[src/rtl/result_display_pkg.sv]
// Shared constants for the board result display: segment codes, digit count, scan states.
// No logic; latency n/a.
// No flow control; constants only.
package result_display_pkg;

    localparam int NUM_DIGITS = 4;

    // Active-low segment codes, bit6=g ... bit0=a.
    localparam logic [6:0] SEG_BLANK = 7'h7F;
    localparam logic [6:0] SEG_0 = 7'h40;
    localparam logic [6:0] SEG_1 = 7'h79;
    localparam logic [6:0] SEG_2 = 7'h24;
    localparam logic [6:0] SEG_3 = 7'h30;
    localparam logic [6:0] SEG_4 = 7'h19;
    localparam logic [6:0] SEG_5 = 7'h12;
    localparam logic [6:0] SEG_6 = 7'h02;
    localparam logic [6:0] SEG_7 = 7'h78;
    localparam logic [6:0] SEG_8 = 7'h00;
    localparam logic [6:0] SEG_9 = 7'h10;
    localparam logic [6:0] SEG_A = 7'h08;
    localparam logic [6:0] SEG_B = 7'h03;
    localparam logic [6:0] SEG_C = 7'h46;
    localparam logic [6:0] SEG_D = 7'h21;
    localparam logic [6:0] SEG_E = 7'h06;
    localparam logic [6:0] SEG_F = 7'h0E;

    typedef enum logic {
        SCAN  = 1'b0,
        BLANK = 1'b1
    } scan_state_t;

endpackage

[src/rtl/hex_to_seg7.sv]
// Hex nibble to active-low seven-segment (gfedcba) decode.
// Latency: combinational, zero cycles.
// No flow control; output follows input continuously.
module hex_to_seg7
    import result_display_pkg::*;
(
    input  logic [3:0] hex,
    output logic [6:0] seg
);

    always_comb begin
        seg = SEG_BLANK;
        case (hex)
            4'h0: seg = SEG_0;
            4'h1: seg = SEG_1;
            4'h2: seg = SEG_2;
            4'h3: seg = SEG_3;
            4'h4: seg = SEG_4;
            4'h5: seg = SEG_5;
            4'h6: seg = SEG_6;
            4'h7: seg = SEG_7;
            4'h8: seg = SEG_8;
            4'h9: seg = SEG_9;
            4'hA: seg = SEG_A;
            4'hB: seg = SEG_B;
            4'hC: seg = SEG_C;
            4'hD: seg = SEG_D;
            4'hE: seg = SEG_E;
            4'hF: seg = SEG_F;
            default: seg = SEG_BLANK;
        endcase
    end

endmodule

[src/rtl/result_display.sv]
// 4-deep result history shown on a multiplexed common-anode display, newest on digit 0.
// Latency: pins are registered, one cycle after state/index/history.
// No backpressure: samples arriving while frozen or cleared are dropped.
module result_display
    import result_display_pkg::*;
#(
    parameter int SCAN_DIV = 100000,
    parameter int CNT_W    = 20
) (
    input  logic       clk,
    input  logic       reset,
    input  logic [3:0] out_in,
    input  logic       sample_en,
    input  logic       freeze,
    input  logic       clear,
    output logic [3:0] an,
    output logic [6:0] seg,
    output logic       dp,
    output logic [2:0] valid_count
);

    localparam logic [CNT_W-1:0] PRESC_LAST = CNT_W'(SCAN_DIV - 1);
    localparam logic [2:0]       VC_MAX     = 3'(NUM_DIGITS);

    logic [3:0]       hist [NUM_DIGITS];
    logic [2:0]       vc_q;
    logic [CNT_W-1:0] presc_q, presc_d;
    logic [1:0]       idx_q, idx_d;
    scan_state_t      state_q, state_d;
    logic [6:0]       dig_seg;
    logic             lit;

    // hist[0] is always the newest result; clear outranks a same-cycle sample.
    always_ff @(posedge clk or posedge reset) begin
        if (reset) begin
            for (int i = 0; i < NUM_DIGITS; i++) hist[i] <= '0;
            vc_q <= '0;
        end else if (clear) begin
            for (int i = 0; i < NUM_DIGITS; i++) hist[i] <= '0;
            vc_q <= '0;
        end else if (sample_en && !freeze) begin
            hist[0] <= out_in;
            for (int i = 1; i < NUM_DIGITS; i++) hist[i] <= hist[i-1];
            if (vc_q != VC_MAX) vc_q <= vc_q + 3'd1;
        end
    end

    always_ff @(posedge clk or posedge reset) begin
        if (reset) begin
            state_q <= SCAN;
            presc_q <= '0;
            idx_q   <= '0;
        end else begin
            state_q <= state_d;
            presc_q <= presc_d;
            idx_q   <= idx_d;
        end
    end

    always_comb begin
        state_d = state_q;
        presc_d = presc_q;
        idx_d   = idx_q;
        case (state_q)
            SCAN: begin
                if (presc_q == PRESC_LAST) begin
                    presc_d = '0;
                    state_d = BLANK;
                end else begin
                    presc_d = presc_q + CNT_W'(1);
                end
            end
            BLANK: begin
                idx_d   = idx_q + 2'd1;
                state_d = SCAN;
            end
        endcase
    end

    hex_to_seg7 u_dec (
        .hex (hist[idx_q]),
        .seg (dig_seg)
    );

    // Digits beyond the number of captured results stay dark.
    assign lit = (state_q == SCAN) && ({1'b0, idx_q} < vc_q);

    always_ff @(posedge clk or posedge reset) begin
        if (reset) begin
            an  <= 4'hF;
            seg <= SEG_BLANK;
            dp  <= 1'b1;
        end else if (lit) begin
            an  <= ~(4'b0001 << idx_q);
            seg <= dig_seg;
            dp  <= (idx_q != 2'd0);
        end else begin
            an  <= 4'hF;
            seg <= SEG_BLANK;
            dp  <= 1'b1;
        end
    end

    assign valid_count = vc_q;

endmodule

[config.mk]
export PLATFORM = sky130hd
export DESIGN_NAME = result_display
export DESIGN_NICKNAME = d
export VERILOG_FILES = /design/src/rtl/result_display_pkg.sv /design/src/rtl/hex_to_seg7.sv /design/src/rtl/result_display.sv
export SDC_FILE = /design/constraint.sdc
export NUM_CORES = 1
export LEC_CHECK = 0
export CAP_MARGIN = 20
export CORE_UTILIZATION = 57
export DETAILED_ROUTE_END_ITERATION = 7
export PLACE_DENSITY_LB_ADDON = 0.25
export SLEW_MARGIN = 10
export SYNTH_ARGS = -nofsm -noshare
export SYNTH_HDL_FRONTEND = slang
export SYNTH_SLANG_ARGS = --single-unit
[constraint.sdc]
create_clock -name clk -period 2.4 [get_ports clk]
set_input_delay 0.72 -clock clk [delete_from_list [all_inputs] [get_ports clk]]
set_output_delay 0.72 -clock clk [all_outputs]
set_load 0.02 [all_outputs]
==> impl_metrics.toml <==
[worst_hold_path]
min_from = "presc_q[19]$_DFFE_PP0N_"
min_path_cells = 1
hold_class = "flip-flop to flip-flop"
worstHoldEndpoint = "presc_q[19]$_DFFE_PP0N_"

[sta]
fin_setup_tns_ps = 0
rsz0062_at_grt = "false"
period_minus_slack_ps = 2150
slew_violations = 0
skew_ps = 6.07
setup_violations = 0
finalHoldViolCount = 0
fmax_mhz = 466
hold_ws_ps = 483
slew_headroom_pct = 49.3
worst_pin_slew_ps = 761
fin_crit_sh_pct = 89.4

[worst_setup_path]
startpoint_type = "flip-flop"
critPathTopFamily = "buffers and inverters"
ff2ff_path_depth = 5
r2r_end = "seg[3]$_DFF_PP1_"
slowest_delay_ps = 590
crit_path_max_fanout = 2
reg2reg_from = "idx_q[0]$_DFFE_PP0P_"
path_buf_inv = 1
path_cells = "clkdlybuf4s50_1"
worst_path_max_delay_cell = "clkdlybuf4s50_1"
cp.arrival_ps = 1430
r2r_setup_slack_ps = 310
endpoint_kind = "output pin"
critical_path_required_ps = 1680
path_class = "flip-flop to output pin"

[placement]
dp_hpwl_mm = 3.59
place_congestion = 0.768
numPortBuffers = 23
dpl.cell_count = 326

[synthesis]
synthArstFlopShare_pct = 100
synth_seq_cells = 53
synthDistinctLibCells = 42
syn_nets = 281
ys_seq_area_share_pct = 50.3
avgSynthCellArea_sq_um = 10.3
synth_area_sq_um = 2670
yosys_warnings = 0
synth-edff-count = 0
syn_inst = 258
synthFlopType = "dfrtp_1"

[layout]
finalCoreUtilization_pct = 69.6
layout-drive-gt1-share_pct = 13.5
antennaDiodeCount = 0
area_growth_pct = 15.2
final_common_cell = "nand2_1"
final_nets = 304
layout_common_cells = "nand2_1, dfrtp_1, clkdlybuf4s50_1"
final_cells = 334

[floorplanning]
die_h_microns = 70.4
dieArea_sq_um = 4950
ios = 24
start_util_pct = 60.4
die_x_microns = 70.4
num_rows = 24
coreArea_sq_um = 4410

[grt]
overflow = 0
grt_use_total_pct = 23.2
grt_max_degree = 41
grt_pass1_wl_mm = 8.85
grt_antenna_before_repair = 0
grt_pass1_vias = 1852

[drt]
via_count = 1868
first_pass_iters = 4
wl_mm = 5.06
drc_errors = 0
wl_per_cell_microns = 15.1
ant_nets = 0
vias_per_cell = 5.59
drtIter0Drc = 107

[clocking]
clockRootBuffer = "clkbuf_8"
cts.reportedPaths.clkPinSlew_ps = 90
cts_inserted_buffers = 5
clk-insertion-delay-late_ps = 310
hold_buffers = 0
postCtsSetupRepairBufs = 0
cts_tree = "built"
clock-sinks = 53
clockBufferDepth = 2
htree_levels = 2
ctsResizeCount = 0

[pwr]
ir_worst_vdd_mv = 0.395
power_w = 0.00173
powerDensity_nw_per_um2 = 565
power.leakage_nw = 1.24

[flow_run]
maxCapViolations = 0

[run_status]
status = "finished, final reports clean"
[registers in the layout, indices dropped and copies added, names as in the netlist]
signal / cells
seg: 7
valid_count: 3
hist: 16
state_q: 1
idx_q: 2
presc_q: 20
an: 4
[per-stage QoR]
step,worst slack (ps),cell area [sq um]
after floorplan,412,2670
after global placement,402,2950
after detailed placement,326,2950
after CTS,242,3070
after global routing,143,3070
final,254,3070
[worst max-delay path by stage]
| stage | slack, ps | cells after the start | from | to |
|---|---|---|---|---|
| finish | 250 | 1 | an[0]$_DFF_PP1_ | an[0] |
| global route | 140 | 7 | idx_q[0]$_DFFE_PP0P_ | seg[3]$_DFF_PP1_ |
| CTS | 240 | 1 | an[0]$_DFF_PP1_ | an[0] |
| detailed placement | 330 | 5 | idx_q[0]$_DFFE_PP0P_ | seg[3]$_DFF_PP1_ |
| global placement | 400 | 5 | idx_q[0]$_DFFE_PP0P_ | seg[3]$_DFF_PP1_ |
| floorplan | 410 | 1 | reset | hist[0]$_DFFE_PP0P_ |
[cell type report]
| class | count | area (sq um) |
|---|---|---|
| Fill cell | 345 | 1340 |
| Clock buffer | 7 | 86.3 |
| Multi-Input combinational cell | 181 | 1220 |
| Inverter | 11 | 41.3 |
| Clock inverter | 1 | 30.0 |
| Sequential cell | 53 | 1340 |
| Timing Repair Buffer | 29 | 288 |
| Tap cell | 52 | 65.1 |
[cell families (layout without fill, tap and decap cells)]
| group | Yosys count | after routing | synth area share [%] |
|---|---|---|---|
| mux | 12 | 12 | 6.53 |
| xor+xnor | 19 | 19 | 6.24 |
| fa+ha+maj | 14 | 14 | 6.57 |
| compound gates | 32 | 32 | 7.04 |
| flops | 53 | 53 | 50.3 |
| simple gates | 104 | 104 | 19.4 |
| buf+inv | 24 | 48 | 3.94 |
[power breakdown]
group / switching (W) / internal [W]
clock network: 0.000283 / 0.000340
logic: 0.0000981 / 0.0000770
registers: 0.0000112 / 0.000923
total: 0.000393 / 0.00134
[synth_stat cells, types with 2 or more instances]
| master | n | share of area, % |
|---|---|---|
| o21ai_0 | 4 | 0.75 |
| and4_1 | 2 | 0.66 |
| nor4_1 | 4 | 0.94 |
| ha_1 | 14 | 6.6 |
| o211ai_1 | 2 | 0.56 |
| inv_1 | 11 | 1.5 |
| mux2_2 | 3 | 1.3 |
| nor3_1 | 8 | 1.5 |
| mux2i_1 | 5 | 1.9 |
| xor2_1 | 7 | 2.3 |
| a21oi_1 | 19 | 3.6 |
| nor2_1 | 13 | 1.8 |
| clkbuf_1 | 6 | 0.85 |
| dfstp_2 | 11 | 11 |
| nand2b_1 | 4 | 0.94 |
| nand4_1 | 5 | 1.2 |
| nand3_1 | 5 | 0.94 |
| buf_1 | 2 | 0.28 |
| nand2_1 | 51 | 7.2 |
| mux4_2 | 4 | 3.4 |
| o311ai_1 | 2 | 0.66 |
| dfrtp_1 | 42 | 39 |
| xnor2_1 | 12 | 3.9 |
| buf_2 | 3 | 0.56 |
| nand4b_1 | 2 | 0.66 |
[metal layers]
metal	routed length [microns]	global-route usage [%]	part of all wire, %	up-vias
li1	-	-	-	927
met3	224	4.47	4.4	8
met1	2410	32.9	48	892
met5	0	0	0	-
met2	2350	36.1	46	41
met4	80	7.78	1.6	0
(Power assumes the default switching activity.)
